==> config.mk <==
export PLATFORM = sky130hd
export DESIGN_NAME = enoc_link_pipe
export DESIGN_NICKNAME = d
export VERILOG_FILES = /design/src/rtl/enoc_link_pipe.sv
export SDC_FILE = /design/constraint.sdc
export NUM_CORES = 2
export LEC_CHECK = 0
export BUFFER_PORTS_ARGS = -buffer_cell sky130_fd_sc_hd__buf_2
export CORE_MARGIN = 5
export CORE_UTILIZATION = 39
export CTS_BUF_LIST = sky130_fd_sc_hd__clkbuf_8
export DETAILED_ROUTE_END_ITERATION = 8
export PLACE_DENSITY = 0.56
export SYNTH_ARGS = -nofsm -noshare
export SYNTH_HDL_FRONTEND = slang
export SYNTH_SLANG_ARGS = --single-unit
==> constraint.sdc <==
create_clock -name clk -period 4.63 [get_ports clk]
set_clock_uncertainty 0.05 [all_clocks]
set_input_delay 0.2315 -clock clk [delete_from_list [all_inputs] [get_ports clk]]
set_output_delay 0.2315 -clock clk [all_outputs]
set_load 0.05 [all_outputs]
==> src/rtl/enoc_link_pipe.sv <==
// enoc_link_pipe: multi-channel skid-buffered link pipeline with per-channel
// occupancy and delivered-flit counters. Each channel is an independent lane.

module enoc_link_lane #(
  parameter int WIDTH     = 64,
  parameter int STAGES    = 2,
  parameter int CNT_WIDTH = 32,
  parameter int OCC_W     = 3
) (
  input  logic                 clk,
  input  logic                 reset,
  input  logic [WIDTH-1:0]     i_data,
  input  logic                 i_data_val,
  output logic                 o_en,
  output logic [WIDTH-1:0]     o_data,
  output logic                 o_data_val,
  input  logic                 i_en,
  input  logic                 i_clear,
  output logic [OCC_W-1:0]     o_occupancy,
  output logic [CNT_WIDTH-1:0] o_flit_count
);

  // vld_pipe[k] is the valid entering stage k; vld_pipe[STAGES] is the lane output.
  // rdy_pipe[k] is the enable stage k offers upstream; rdy_pipe[STAGES] is i_en.
  logic [STAGES:0]              vld_pipe;
  logic [STAGES:0]              rdy_pipe;
  logic [STAGES-1:0]            push, pop;
  logic [STAGES-1:0][1:0]       cnt;
  logic [STAGES-1:0][WIDTH-1:0] head, tail, din;

  // Handshake fabric between stages; enables come from counts only, so i_en
  // never reaches o_en combinationally.
  always_comb begin
    vld_pipe         = '0;
    rdy_pipe         = '0;
    din              = '0;
    vld_pipe[0]      = i_data_val;
    rdy_pipe[STAGES] = i_en;
    din[0]           = i_data;
    for (int k = 0; k < STAGES; k++) begin
      vld_pipe[k+1] = (cnt[k] != 2'd0);
      rdy_pipe[k]   = (cnt[k] != 2'd2);
    end
    for (int k = 1; k < STAGES; k++) din[k] = head[k-1];
    for (int k = 0; k < STAGES; k++) begin
      push[k] = vld_pipe[k]   & rdy_pipe[k];
      pop[k]  = vld_pipe[k+1] & rdy_pipe[k+1];
    end
  end

  // Per-stage 2-entry FIFO: head is the oldest entry, tail the skid slot.
  always_ff @(posedge clk) begin
    if (reset) begin
      cnt  <= '0;
      head <= '0;
      tail <= '0;
    end else begin
      for (int k = 0; k < STAGES; k++) begin
        case ({push[k], pop[k]})
          2'b10: begin
            if (cnt[k] == 2'd0) head[k] <= din[k];
            else                tail[k] <= din[k];
            cnt[k] <= cnt[k] + 2'd1;
          end
          2'b01: begin
            if (cnt[k] == 2'd2) head[k] <= tail[k];
            cnt[k] <= cnt[k] - 2'd1;
          end
          // Push and pop together only happens at count 1 (full stage refuses
          // pushes, empty stage cannot pop): data advances, count unchanged.
          2'b11: head[k] <= din[k];
          default: ;
        endcase
      end
    end
  end

  // Occupancy is the sum of the stage counts.
  always_comb begin
    o_occupancy = '0;
    for (int k = 0; k < STAGES; k++) o_occupancy = o_occupancy + OCC_W'(cnt[k]);
  end

  // Delivered-flit counter; clear beats a same-cycle delivery.
  always_ff @(posedge clk) begin
    if (reset || i_clear)             o_flit_count <= '0;
    else if (vld_pipe[STAGES] & i_en) o_flit_count <= o_flit_count + 1'b1;
  end

  assign o_en       = ~reset & rdy_pipe[0];
  assign o_data     = head[STAGES-1];
  assign o_data_val = vld_pipe[STAGES];

endmodule

module enoc_link_pipe #(
  parameter int WIDTH     = 64,
  parameter int CHANNELS  = 4,
  parameter int STAGES    = 2,
  parameter int CNT_WIDTH = 32
) (
  input  logic                                           clk,
  input  logic                                           reset,
  input  logic [CHANNELS-1:0][WIDTH-1:0]                 i_data,
  input  logic [CHANNELS-1:0]                            i_data_val,
  output logic [CHANNELS-1:0]                            o_en,
  output logic [CHANNELS-1:0][WIDTH-1:0]                 o_data,
  output logic [CHANNELS-1:0]                            o_data_val,
  input  logic [CHANNELS-1:0]                            i_en,
  input  logic                                           i_clear,
  output logic [CHANNELS-1:0][$clog2(2*STAGES+1)-1:0]    o_occupancy,
  output logic [CHANNELS-1:0][CNT_WIDTH-1:0]             o_flit_count
);

  localparam int OCC_W = $clog2(2*STAGES+1);

  if (STAGES < 1 || STAGES > 8) begin : g_bad_stages
    $error("enoc_link_pipe: STAGES=%0d outside legal range 1..8", STAGES);
  end

  // One independent lane per channel.
  for (genvar c = 0; c < CHANNELS; c++) begin : g_lane
    enoc_link_lane #(
      .WIDTH(WIDTH), .STAGES(STAGES), .CNT_WIDTH(CNT_WIDTH), .OCC_W(OCC_W)
    ) u_lane (
      .clk          (clk),
      .reset        (reset),
      .i_data       (i_data[c]),
      .i_data_val   (i_data_val[c]),
      .o_en         (o_en[c]),
      .o_data       (o_data[c]),
      .o_data_val   (o_data_val[c]),
      .i_en         (i_en[c]),
      .i_clear      (i_clear),
      .o_occupancy  (o_occupancy[c]),
      .o_flit_count (o_flit_count[c])
    );
  end

endmodule

== Word-level counts from Yosys, hierarchy flattened ==
Cells that the tools add are included.

* Add/subtract/negate cells: 24
* Equal/unequal tests: 56
* Multiplexer cells: 32
* Bitwise logic cells: 25
* Reduce and logical (&&, ||, !) cells: 49

{| class="wikitable"
|+ Operators with widths
! cell !! count
|-
| one-hot mux 64 bit (3 select lines) || 8
|-
| 2-to-1 mux 64 bit || 16
|-
| adder 32 x 1 -> 32 bit (second input constant) || 4
|-
| equality test 2 bit (second input constant) || 24
|-
| inequality test 2 x 1 -> 1 bit (second input constant) || 16
|-
| one-hot mux 2 bit (2 select lines) || 8
|-
| nonzero test 2 bit || 16
|-
| AND reduction 3 bit || 8
|-
| nonzero test 3 bit || 8
|-
| adder 2 x 1 -> 2 bit (second input constant) || 8
|-
| bitwise AND 1 bit || 16
|-
| equality test 2 x 1 -> 1 bit (second input constant) || 8
|-
| logical NOT 2 bit || 8
|-
| inequality test 2 bit (second input constant) || 8
|-
| AND reduction 2 bit || 8
|-
| subtractor 2 x 1 -> 2 bit (second input constant) || 8
|-
| adder 2 x 2 -> 3 bit || 4
|-
| NOT 1 bit || 9
|-
| logical OR 1 bit || 1
|}

* Register bits after elaboration: 1168
* Input bits: 267
* Output and inout bits: 404
* Logic and storage cells: 214

== Longest topological paths before layout ==
* Word-level depth: 5
* Mapped depth: 13
* Depth with buffers taken out: 9

== By module ==
A second synthesis with hierarchy kept.

* Cells, all modules: 5551
* Area total of the unflattened synthesis: 48285.1 µm²

{| class="wikitable"
|+ Modules (own cells, without submodules)
! module !! instances !! cells an instance !! area an instance (µm²) !! sequential area each (µm²)
|-
| enoc_link_lane at g_lane[1].u_lane ... || 2 || 1369 || 12030.3 || 5845.6
|-
| enoc_link_lane at g_lane[0].u_lane || 1 || 1437 || 12196.7 || 5845.6
|-
| enoc_link_lane at g_lane[3].u_lane || 1 || 1376 || 12027.8 || 5845.6
|}

== Worst setup path before layout ==
OpenSTA, ideal clock, no wires.

* Kind: register to register
* From: reg g_lane[1].u_lane.o_flit_count[0]
* To: reg g_lane[1].u_lane.o_flit_count[18]
* Library setup time: 70 ps
* Arrival: 2430 ps
* Data required time: 4510 ps
* Setup slack: 2080 ps
* Stages on the path, launching flop included: 8
* Path buffers: 2
* Period minus slack after synthesis: 2550 ps
* Cell sequence: dfxtp_1 ha_1 nand4_1 or4_1 clkbuf_1 clkbuf_1 or3_1 a21oi_1

* Cells in the longest elaborated chain, start to end: 1

{| class="wikitable"
|+ Ends and longest elaborated chain
! what !! RTL line !! RTL
|-
| start: declaration || 20 || <nowiki>output logic [CNT_WIDTH-1:0] o_flit_count</nowiki>
|-
| start signal: assignment || 87 || <nowiki>else if (vld_pipe[STAGES] & i_en) o_flit_count <= o_flit_count + 1'b1;</nowiki>
|-
| adder 32 x 1 -> 32 bit || 87 ||
|}

Every way passes these cells.
A chain may end at the register's enable or synchronous reset.

== Worst setup path in the final report ==
* From: reg g_lane[2].u_lane.cnt[3] in the netlist's numbering
* To: reg g_lane[2].u_lane.head (netlist bit g_lane[2].u_lane.din[114])

* Cells in the longest elaborated chain, start to end: 5
* Elaborated cells between the ends (all ways): 10
* Those cells by class: eq/ne (6); mux (1); bitwise (1); reduce/logical (2)

{| class="wikitable"
|+ Ends and longest elaborated chain
! what !! RTL line !! RTL
|-
| start: declaration || 28 || <nowiki>logic [STAGES-1:0][1:0] cnt;</nowiki>
|-
| start signal: indexed assignment || 63 || <nowiki>cnt[k] <= cnt[k] + 2'd1;</nowiki>
|-
| start signal: indexed assignment || 67 || <nowiki>cnt[k] <= cnt[k] - 2'd1;</nowiki>
|-
| inequality test 2 bit (*) || 42 || <nowiki>rdy_pipe[k] = (cnt[k] != 2'd2);</nowiki>
|-
| bitwise AND 1 bit (*) || 47 || <nowiki>pop[k] = vld_pipe[k+1] & rdy_pipe[k+1];</nowiki>
|-
| equality test 2 x 1 -> 1 bit or equality test 2 bit (tied branches) || 59 || <nowiki>case ({push[k], pop[k]})</nowiki>
|-
| inequality test 2 x 1 -> 1 bit (no source line) or nonzero test 3 bit (tied branches) || n/a ||
|-
| AND reduction 3 bit (no source line) || n/a ||
|-
| end signal: indexed assignment || 61 || <nowiki>if (cnt[k] == 2'd0) head[k] <= din[k];</nowiki>
|-
| end signal: indexed assignment || 66 || <nowiki>if (cnt[k] == 2'd2) head[k] <= tail[k];</nowiki>
|-
| end signal: indexed assignment || 71 || <nowiki>2'b11: head[k] <= din[k];</nowiki>
|-
| end: declaration || 29 || <nowiki>logic [STAGES-1:0][WIDTH-1:0] head, tail, din;</nowiki>
|}

Every way passes the cells marked *; elsewhere a longest branch is shown, timed or not.

==> metrics.yaml <==
synth_area_leader_cell: "dfxtp_1"
seq_area_frac_synth_pct: 46.7
gp_congestion: 0.831
grt_max_degree: 185
ant_nets: 0
path_clk_slew_ns: 0.06
synthArstFlopShare_pct: 0
min_path_type: "input pin to flop"
num_rows: 131
power-per-cell-area_nw_per_um2: 575
insertion_delay_ns: 0.91
grt.total_usage_pct: 22.6
arrival_ns: 4.52
ys_types: 45
synth_top_area_share_pct: 46.7
post-route-period-util_pct: 83.4
finalWorstPathRequiredPeriod_ns: 3.86
htree_num_levels: 4
synth_flop_cell: "dfxtp_1"
multi_input_area_um2: 24600
place_hpwl_um: 97500
status: "complete, no violations"
cts_resized: 0
cpPeakStageDelay_ns: 0.89
whs_ns: 0.0890
vias: 45800
clock_path_buffers: 3
drc_errors: 0
finalHoldViolCount: 0
firstDrtPassIters: 7
cpMaxStageDelayCell: "a21oi_4"
yosys_warnings: 0
pin_count: 671
start_kind: "flop"
syn_to_final_growth_pct: 24.6
grt_first_pass_wirelength_um: 249000
critPathMaxFanout: 77
synth_edf_count: 0
viasPerCell: 5.30
leakage_uw: 0.0224
wirelength_um: 162000
tns_ns: 0
syn_avg_cell_area_um2: 8.26
setup.worst_path.class: "flop to flop"
yosysMostFrequentCell: "dfxtp_1"
cts_num_sinks: 1168
portBuffers: 670
wire_per_inst_um: 18.7
synthCells: 6060
drv_cap: 0
cts_root_buffer: "clkbuf_8"
overflow: 0
rsz0062_at_grt: "no"
die_area_um2: 136000
start_util_pct: 39.2
core_um2: 128000
first_global_vias: 43000
crit_path_end_kind: "flop"
syn_area_um2: 50000
numCtsBuffers: 201
slew_headroom_pct: 6.67
worst_ep_required_time_ns: 5.29
netlist_top_cells_area: "dfxtp_1 (47%), a21oi_1 (11%), mux2i_1 (11%)"
ir_drop_mv: 0.445
antenna_found_initial: 20
synth_common_cells: "dfxtp_1 (1,168), a21oi_1 (1,126), nand2_1 (1,098)"
setup_viol: 0
die_x_um: 368
die_h_um: 368
drv_slew: 0
tritoncts: "built"
drive_gt1_share_pct: 15.1
n_fill_cell: 12300
synth_seq_cells: 1168
finalNetCount: 7145
syn-num-nets: 6363
worst_pin_slew_ns: 1.39
max_freq_mhz: 259
cp_cell_sequence: "inv_1 -> o22ai_1 -> ha_1 -> mux2i_1 -> a21oi_4 -> buf_4 -> or3_1 -> a21oi_1"
drt_iter0_drc: 3482
regArea_um2: 23400
[kinds of logic (layout without fill, tap and decap cells)]
family | after synthesis | in the layout | share of synthesized area (%)
DFF | 1168 | 1168 | 46.7
muxes | 525 | 525 | 10.5
buffers and inverters | 632 | 1551 | 4.94
AOI/OAI and AO/OA | 1743 | 1743 | 17.8
and+or+nand+nor | 1900 | 1900 | 18.1
other | 0 | 14 | 0
xor gates and xnor gates | 56 | 56 | 0.980
adders and majority gates | 36 | 36 | 0.960
[report_power, final]
| group | total (µW) | switching [µW] | internal (µW) |
|---|---|---|---|
| Clock | 9100 | 4250 | 4850 |
| Combinational | 13400 | 9140 | 4280 |
| Sequential | 13300 | 1330 | 12000 |
[final cells by class]
cell class | instances | share of cell area (%)
multi-input combinational | 4260 | 39.4
sequential | 1168 | 37.5
timing repair buffer | 1149 | 13.1
antenna | 14 | 0.0562
inverter | 62 | 0.373
tap | 1662 | 3.34
clock inverter | 90 | 0.668
clock buffer | 250 | 5.52
[cells in the final DEF (no fill, tap or decap), drive strengths merged, types with 20 or more instances in the layout]
cell type and count:
o31ai 52, or4 63, or3 554, xnor2 36
clkbuf 250, nand2 1098, dfxtp 1168, buf 732
xor2 20, inv 137, dlygate4sd3 417, o21ai 548
nand4 31, ha 32, mux2i 525, a21oi 1126
nand3 35, nor2 64
[per-layer routing]
| layer | global-route usage [%] | vias to the layer above | share of wire [%] |
|---|---|---|---|
| met5 | 0 | - | 0.021 |
| met4 | 8.78 | 6 | 3.4 |
| met3 | 5.84 | 269 | 7.2 |
| met2 | 34.9 | 1266 | 44 |
| met1 | 30.4 | 21600 | 45 |
| li1 | - | 22700 | - |
[sequential cells by signal, indices dropped and copies added, names as in the netlist]
register / flops
g_lane.u_lane.o_flit_count: 128
g_lane.u_lane.tail: 512
g_lane.u_lane.cnt: 16
g_lane.u_lane.din: 256
g_lane.u_lane.o_data: 256
[worst max-delay path, delay by kind of cell, from the launching register on]
| kind | cells | cell delay [ns] |
|---|---|---|
| AO/OA/AOI/OAI | 3 | 1.56 |
| AND/OR/NAND/NOR | 1 | 0.20 |
| buffers and inverters | 2 | 0.83 |
| adder cells (fa/ha/maj) | 1 | 0.39 |
| flip-flops | 1 | 0.43 |
| multiplexers | 1 | 0.16 |
[through the flow]
stage | power (µW) | util (%) | area, µm² | setup WS [ns] | instances
floorplan | 22800 | - | 50000 | 2.08 | 6060
global placement | 26500 | 42.6 | 54300 | 0.959 | 7884
detailed placement | 26600 | 42.6 | 54300 | 0.848 | 7884
CTS | 36200 | 48.8 | 62300 | 0.808 | 8641
global route | 38000 | 48.9 | 62300 | 0.457 | 8647
finish | 35900 | 48.9 | 62300 | 0.770 | 8655
[path summary, 6_finish.rpt]
kind                                               from                                     end  slack, ns  depth (start not counted)
setup / recovery   g_lane[2].u_lane.cnt[3]$_SDFFE_PP0P_  g_lane[2].u_lane.din[114]$_SDFFE_PP0P_       0.77                          8
hold / removal                               i_data[64]   g_lane[1].u_lane.tail[0]$_SDFFE_PP0P_       0.09                          4
setup reg to reg   g_lane[2].u_lane.cnt[3]$_SDFFE_PP0P_  g_lane[2].u_lane.din[114]$_SDFFE_PP0P_       0.77                          8
hold reg to reg   g_lane[0].u_lane.din[72]$_SDFFE_PP0P_  g_lane[0].u_lane.tail[72]$_SDFFE_PP0P_       0.39                          2
[what timing repair did]
item | in CTS | in global routing
hold buffers | 417 | 0
buffers inserted | 0 | 0
hold endpoints to repair | 619 | 0
Note: power is estimated with default switching activity, not from simulation.
